**config.mk**
```make
export PLATFORM = sky130hd
export DESIGN_NAME = s2_combine
export DESIGN_NICKNAME = d
export VERILOG_FILES = /design/src/rtl/s2_combine.sv
export SDC_FILE = /design/constraint.sdc
export NUM_CORES = 1
export LEC_CHECK = 0
export BUFFER_PORTS_ARGS = -buffer_cell sky130_fd_sc_hd__buf_2
export CAP_MARGIN = 20
export CORE_AREA = 2 2 104 106
export DETAILED_ROUTE_END_ITERATION = 8
export DIE_AREA = 0 0 106 108
export PLACE_DENSITY_LB_ADDON = 0.1
export RECOVER_POWER = 25
export SETUP_SLACK_MARGIN = 0.5
export SYNTH_ARGS = -nofsm -noshare
export SYNTH_HDL_FRONTEND = slang
export SYNTH_SLANG_ARGS = --single-unit
```
**constraint.sdc**
```tcl
create_clock -name iClk -period 3.2 [get_ports iClk]
set_input_delay 0.32 -clock iClk [delete_from_list [all_inputs] [get_ports iClk]]
set_output_delay 0.32 -clock iClk [all_outputs]
set_load 0.02 [all_outputs]
```
**src/rtl/s2_combine.sv**
```systemverilog
// Stage-2 hyperbolic CORDIC recombination: sinh/cosh addition-formula sums behind a 2-deep valid/ready pipeline.
// Build option: define SAT_EN to clamp overflowing sums instead of wrapping.
module s2_combine #(
  parameter int DWIDTH = 16
) (
  input  logic              iClk,
  input  logic              iRst,
  input  logic              iValid,
  output logic              oReady,
  input  logic [DWIDTH-1:0] iSinhAcB,
  input  logic [DWIDTH-1:0] iCoshAsB,
  input  logic [DWIDTH-1:0] iCoshAcB,
  input  logic [DWIDTH-1:0] iSinhAsB,
  input  logic              iScomp,
  output logic              oValid,
  input  logic              iReady,
  output logic [DWIDTH-1:0] oSinh,
  output logic [DWIDTH-1:0] oCosh,
  output logic              oScomp,
  input  logic              iClrOvf,
  output logic              oOvf,
  output logic [1:0]        oCount
);

  // Signed add; returns {overflow, sum}. The sum wraps or clamps depending on SAT_EN.
  function automatic logic [DWIDTH:0] add_chk(input logic [DWIDTH-1:0] a, input logic [DWIDTH-1:0] b);
    logic [DWIDTH-1:0] sum;
    logic              ovf;
    sum = a + b;
    ovf = (a[DWIDTH-1] == b[DWIDTH-1]) && (sum[DWIDTH-1] != a[DWIDTH-1]);
`ifdef SAT_EN
    if (ovf) begin
      sum = a[DWIDTH-1] ? {1'b1, {(DWIDTH-1){1'b0}}} : {1'b0, {(DWIDTH-1){1'b1}}};
    end else begin
      sum = sum;
    end
`endif
    return {ovf, sum};
  endfunction

  logic              s1_valid_q, s1_valid_d;
  logic [DWIDTH-1:0] s1_sac_q, s1_sac_d;
  logic [DWIDTH-1:0] s1_cas_q, s1_cas_d;
  logic [DWIDTH-1:0] s1_cac_q, s1_cac_d;
  logic [DWIDTH-1:0] s1_sas_q, s1_sas_d;
  logic              s1_scomp_q, s1_scomp_d;

  logic              s2_valid_q, s2_valid_d;
  logic [DWIDTH-1:0] sinh_q, sinh_d;
  logic [DWIDTH-1:0] cosh_q, cosh_d;
  logic              scomp_q, scomp_d;
  logic              ovf_q, ovf_d;
  logic [1:0]        count_q, count_d;

  logic              s2_adv_s, s1_adv_s, accept_s, s2_load_s;
  logic [DWIDTH:0]   sinh_res_s, cosh_res_s;

  // Handshake: ready propagates combinationally back from the output stage.
  always_comb begin
    s2_adv_s  = !s2_valid_q || iReady;
    s1_adv_s  = !s1_valid_q || s2_adv_s;
    accept_s  = iValid && s1_adv_s;
    s2_load_s = s1_valid_q && s2_adv_s;
  end

  // Sums are formed from S1 and only matter when S2 loads.
  always_comb begin
    sinh_res_s = add_chk(s1_sac_q, s1_cas_q);
    cosh_res_s = add_chk(s1_cac_q, s1_sas_q);
  end

  // Next-state for both pipeline stages, sticky overflow and occupancy.
  always_comb begin
    s1_valid_d = s1_adv_s ? iValid : s1_valid_q;
    s1_sac_d   = s1_sac_q;
    s1_cas_d   = s1_cas_q;
    s1_cac_d   = s1_cac_q;
    s1_sas_d   = s1_sas_q;
    s1_scomp_d = s1_scomp_q;
    if (accept_s) begin
      s1_sac_d   = iSinhAcB;
      s1_cas_d   = iCoshAsB;
      s1_cac_d   = iCoshAcB;
      s1_sas_d   = iSinhAsB;
      s1_scomp_d = iScomp;
    end else begin
      s1_scomp_d = s1_scomp_q;
    end

    s2_valid_d = s2_adv_s ? s1_valid_q : s2_valid_q;
    sinh_d     = sinh_q;
    cosh_d     = cosh_q;
    scomp_d    = scomp_q;
    if (s2_load_s) begin
      sinh_d  = sinh_res_s[DWIDTH-1:0];
      cosh_d  = cosh_res_s[DWIDTH-1:0];
      scomp_d = s1_scomp_q;
    end else begin
      scomp_d = scomp_q;
    end

    // A new overflow takes priority over a clear in the same cycle.
    if (s2_load_s && (sinh_res_s[DWIDTH] || cosh_res_s[DWIDTH])) begin
      ovf_d = 1'b1;
    end else if (iClrOvf) begin
      ovf_d = 1'b0;
    end else begin
      ovf_d = ovf_q;
    end

    count_d = {1'b0, s1_valid_d} + {1'b0, s2_valid_d};
  end

  // Pipeline state registers.
  always_ff @(posedge iClk or posedge iRst) begin
    if (iRst) begin
      s1_valid_q <= 1'b0;
      s1_sac_q   <= {DWIDTH{1'b0}};
      s1_cas_q   <= {DWIDTH{1'b0}};
      s1_cac_q   <= {DWIDTH{1'b0}};
      s1_sas_q   <= {DWIDTH{1'b0}};
      s1_scomp_q <= 1'b0;
      s2_valid_q <= 1'b0;
      sinh_q     <= {DWIDTH{1'b0}};
      cosh_q     <= {DWIDTH{1'b0}};
      scomp_q    <= 1'b0;
      ovf_q      <= 1'b0;
      count_q    <= 2'd0;
    end else begin
      s1_valid_q <= s1_valid_d;
      s1_sac_q   <= s1_sac_d;
      s1_cas_q   <= s1_cas_d;
      s1_cac_q   <= s1_cac_d;
      s1_sas_q   <= s1_sas_d;
      s1_scomp_q <= s1_scomp_d;
      s2_valid_q <= s2_valid_d;
      sinh_q     <= sinh_d;
      cosh_q     <= cosh_d;
      scomp_q    <= scomp_d;
      ovf_q      <= ovf_d;
      count_q    <= count_d;
    end
  end

  assign oReady = s1_adv_s;
  assign oValid = s2_valid_q;
  assign oSinh  = sinh_q;
  assign oCosh  = cosh_q;
  assign oScomp = scomp_q;
  assign oOvf   = ovf_q;
  assign oCount = count_q;

endmodule

```
After elaboration in Yosys (flattened, before gate mapping)
Cells that the tools add are included.
Storage, ports and cells
  bits in registers: 103
  bits of input ports: 70
  output and inout bits: 38
  logic and storage cells: 34
Cells by class
  add/sub/neg operators: 3
  equality and inequality tests: 4
  multiplexer cells: 4
  reductions and logical operators: 11
Operators by type and width (number)
  $add A16 B16 Y16: 2
  $logic_and A1 B1 Y1: 5
  $mux W1: 4
  $logic_or A1 B1 Y1: 3
  $add A1 B1 Y2: 1
  $eq A1 B1 Y1: 2
  $logic_not A1 Y1: 2
  $ne A1 B1 Y1: 2
  $reduce_bool A2 Y1: 1

Depth between registers and ports, before layout
  depth in word-level cells: 6
  gate-level depth with buffers: 9

Worst setup path after synthesis
Ideal clock, no wire load.
  path kind: register -> register
  start: reg s1_cac_q[0]
  end: reg cosh_q[14] (netlist: oCosh[14])
  setup time: 0.131 ns
  arrival: 2.452 ns
  data required time: 3.069 ns
  path slack: 0.617 ns
  cell stages (with the launch flop): 10
  path buffers: 0
  period minus slack after synthesis: 2.583 ns
  cells stage by stage: dfrtp_1 > ha_1 > fa_1 > a21o_1 > a21o_1 > a2111oi_4 > o31ai_2 > a21oi_2 > nor4b_1 > or3_1
On the way
  cells in the longest elaborated chain, start to end: 1
Ends and longest elaborated chain
  from (decl): RTL line 44  | logic [DWIDTH-1:0] s1_cac_q, s1_cac_d;
  from (signal assigned): RTL line 120  | s1_cac_q <= {DWIDTH{1'b0}};
  $add A16 B16 Y16: RTL line 29  | sum = a + b;
  to (signal assigned): RTL line 125  | cosh_q <= {DWIDTH{1'b0}};
  to (signal assigned): RTL line 138  | cosh_q <= cosh_d;
  to (decl): RTL line 50  | logic [DWIDTH-1:0] cosh_q, cosh_d;
Every way passes these cells.
A chain may end at the register's enable or synchronous reset.

Final worst setup path
Same ends and word-level chain as after synthesis.

==> flow_metrics.py <==
metrics = {
    "timing": {
        "min_period_ns": 2.564,
        "clock_skew_ns": 0.009774,
        "fmax_mhz": 390.0,
        "setup_violations": 0,
        "worstMarginPinSlew_ns": 1.557,
        "finalSetupTns_ns": 0,
        "hold_violations": 0,
        "slew_headroom_pct": -4.362,
        "drv_slew": 37,
        "rsz0062_at_grt": "false",
        "min_period_over_period_pct": 80.13,
    },
    "worst_setup_path": {
        "cp.depth": 9,
        "path_buf_inv": 0,
        "r2r_end": "oCosh[14]$_DFFE_PP0P_",
        "rrSetupSlack_ns": 0.64,
        "critical_path.max_fanout": 3,
        "rr_worst_depth": 9,
        "crit_arrival_ns": 2.82,
        "max_stage_delay_ns": 0.45,
        "critPathTopFamily": "compound AO/OA/AOI/OAI gates",
        "path_cells": "ha_2 > fa_2 > a21o_1 > a21o_1 > a2111oi_4 > o31ai_4 > a21oi_2 > nor4b_1 > or3_1",
        "endpoint": "oCosh[14]$_DFFE_PP0P_",
        "path_class": "flop to flop",
        "critPathCaptureType": "flop",
        "cp.required_ns": 3.46,
        "cp-start-kind": "flop",
        "r2r_start": "s1_cac_q[0]$_DFFE_PP0P_",
        "cpMostUsedCell": "a21o_1",
        "setup.worst_path.start": "s1_cac_q[0]$_DFFE_PP0P_",
        "cpMaxStageDelayCell": "a2111oi_4",
    },
    "grt": {
        "grt_max_degree": 41,
        "track_usage_pct": 18.84,
        "use_met2_pct": 30.83,
        "busiest_layer": "met2",
        "grt_pass1_wl_mm": 16.76,
        "antenna_found_initial": 1,
        "use_met1_pct": 23.97,
        "grt_use_met3_pct": 5.124,
        "grt_overflow_total": 0,
        "grt_pass1_vias": 3594,
    },
    "clock_tree": {
        "postCtsHoldBufs": 0,
        "cts_made_buffers": 9,
        "clkTransAtPathRegs_ns": 0.09,
        "clk_root_buffer_cell": "clkbuf_8",
        "ctsLongestPathBuffers": 2,
        "clk_latency_ns": 0.38,
        "cts_sinks": 103,
        "cts_tree": "yes",
        "ctsHtreeMaxLevel": 3,
    },
    "power": {
        "ir_worst_vdd_uv": 350.8,
        "clock_power_share_pct": 18.6,
        "p_seq_share_pct": 42.0,
        "switching_share_pct": 36.48,
        "p_switching_mw": 1.580,
        "combPwrFrac_pct": 39.4,
        "internal-power_mw": 2.751,
        "powerDensity_nw_per_um2": 717.9,
        "p_leak_nw": 2.819,
        "p_total_mw": 4.331,
    },
    "final_layout": {
        "drive_gt1_share_pct": 37.64,
        "antennaDiodeCount": 0,
        "syn_to_final_growth_pct": 18.48,
        "fin_nets": 648,
    },
    "die": {
        "core_um2": 10230,
        "fp.dieH_um": 108,
        "dieArea_um2": 11450,
        "io_pins": 108,
        "start_util_pct": 49.77,
        "rows": 37,
        "die_w_um": 106,
    },
    "placed_design": {
        "gp_congestion": 0.8009,
        "dpl.hpwl_mm": 7.610,
        "portBuffers": 107,
    },
    "logic_synthesis": {
        "syn_inst": 431,
        "ys_async_sr_fraction_pct": 100.0,
        "synth_ff_type": "dfrtp_1",
        "yosysWarnings": 0,
        "synthDistinctLibCells": 38,
        "ys_ff_latch": 103,
        "avgSynthCellArea_um2": 11.82,
        "seq_area_frac_synth_pct": 50.61,
        "synthesis.area_um2": 5092,
        "syn_nets": 534,
        "synth_enable_flop_cells": 0,
    },
    "route": {
        "drc": 0,
        "ant_nets": 0,
        "wirelength_mm": 10.00,
        "dr_total_vias": 3600,
        "first_iter_violations": 76,
        "vias_per_cell": 5.248,
        "wire_per_inst_um": 14.58,
        "first_pass_iters": 4,
    },
    "status": {
        "violations": "max-capacitance violations, max-slew violations",
        "outcome": "finished with violations",
    },
    "run": {
        "cap_violations": 1,
    },
    "worst_hold_path": {
        "hp-class": "input port to flop",
    },
}
-- layout by cell type (no fill, tap or decap), types with 3 or more instances in the layout --
cell type | Yosys | layout
buf_2 | 0 | 107
dfrtp_1 | 103 | 103
mux2_2 | 71 | 71
nand2_1 | 42 | 40
o21ai_0 | 32 | 32
ha_1 | 31 | 30
a21oi_1 | 23 | 23
xnor2_1 | 14 | 14
nor2_1 | 13 | 13
xor2_1 | 12 | 12
a21o_1 | 11 | 11
clkbuf_8 | 0 | 10
nand2b_1 | 9 | 9
o21ai_1 | 8 | 8
buf_4 | 0 | 6
o21bai_1 | 5 | 5
o21a_1 | 5 | 5
clkbuf_1 | 13 | 5
a211oi_1 | 4 | 4
nor3_1 | 4 | 4
inv_1 | 4 | 3
o31ai_1 | 3 | 3
-- metrics by stage --
stage | instances | hold WS, ns | setup slack (ns) | util [%] | area [um^2]
global route | 686 | 0.1471 | 0.5033 | 58.97 | 6033
global placement | 668 | 0.4615 | 0.4849 | 56.92 | 5823
floorplan | 431 | 0.4575 | 0.6167 | - | 5096
finish | 686 | 0.1624 | 0.6358 | 58.97 | 6033
CTS | 685 | 0.07655 | 0.5250 | 58.86 | 6022
detailed placement | 668 | 0.4651 | 0.4474 | 56.92 | 5823
-- cell usage after synthesis, types with 2 or more instances --
cell	n	area, um^2
a211oi_1	4	30.03
a21o_1	11	82.58
a21oi_1	23	115.1
a31oi_1	2	12.51
clkbuf_1	13	48.80
dfrtp_1	103	2577
fa_1	2	40.04
ha_1	31	387.9
inv_1	4	15.01
mux2_2	71	799.5
nand2_1	42	157.7
nand2b_1	9	56.30
nand3_1	2	10.01
nand3b_1	2	15.01
nand4_1	2	12.51
nor2_1	13	48.80
nor3_1	4	20.02
o21a_1	5	37.54
o21ai_0	32	160.2
o21ai_1	8	40.04
o21bai_1	5	37.54
o31ai_1	3	22.52
xnor2_1	14	122.6
xor2_1	12	105.1
-- what timing repair did --
item                                    4_1_cts  5_1_grt
gates resized for setup                       0        3
pin swaps                                     1        4
buffers inserted                              1        1
endpoints found under the setup margin        1        2
endpoints found under the hold margin         0        0
-- metal layers --
metal,vias to the layer above,routed length [um]
li1,1766,-
met1,1739,4553
met2,78,4827
met3,15,448
met4,2,164
met5,-,11
-- logic make-up after synthesis --
logic type	synth area share (%)
flip-flops	50.61
XOR/XNOR	4.472
adder cells (fa/ha/maj)	8.403
buffers and inverters	1.253
AO/OA/AOI/OAI	12.51
AND/OR/NAND/NOR	7.052
multiplexers	15.70
-- worst register-to-register path: cells and delay by family (launching register included) --
family          cells  cell delay [ns]
fa+ha+maj           2             0.56
simple gates        2             0.45
compound gates      5             1.05
flops               1             0.39
-- layout make-up --
| class | count | area [um^2] |
|---|---|---|
| inverters | 4 | 16.27 |
| fillers | 899 | 4198 |
| well taps | 136 | 170.2 |
| repair buffers | 116 | 608.1 |
| multi-input cells | 311 | 2470 |
| clock inverters | 3 | 42.54 |
| clock buffers | 13 | 148.9 |
| flip-flops and latches | 103 | 2577 |
-- power groups by stage --
| stage | Clock (mW) | Combinational [mW] | Sequential (mW) |
|---|---|---|---|
| 2_1_floorplan | 0 | 0.975 | 2.06 |
| 3_3_place_gp | 0 | 1.68 | 1.84 |
| 5_1_grt | 0.890 | 1.90 | 1.86 |
| 3_5_place_dp | 0 | 1.70 | 1.85 |
| 4_1_cts | 0.837 | 1.72 | 1.83 |
| 6_report | 0.805 | 1.71 | 1.82 |
-- worst min path at each step --
stage | from | end | slack (ns) | cells after the start
finish | iCoshAsB[12] | s1_cas_q[12]$_DFFE_PP0P_ | 0.16 | 2
floorplan | iValid | s1_valid_q$_DFF_PP0_ | 0.46 | 1
detailed placement | oSinh[10]$_DFFE_PP0P_ | oSinh[10]$_DFFE_PP0P_ | 0.47 | 2
global route | iSinhAcB[12] | s1_sac_q[12]$_DFFE_PP0P_ | 0.15 | 2
CTS | iRst | s1_sas_q[12]$_DFFE_PP0P_ | 0.08 | 2
global placement | oCosh[13]$_DFFE_PP0P_ | oCosh[13]$_DFFE_PP0P_ | 0.46 | 2
-- state kept, by name, indices dropped and copies added, names as in the netlist, 2 cells and up --
| name | flops |
|---|---|
| s1_sas_q | 16 |
| oCosh | 16 |
| s1_cac_q | 16 |
| s1_cas_q | 16 |
| oSinh | 16 |
| oCount | 2 |
| s1_sac_q | 16 |
Note: power is estimated with default switching activity, not from simulation.
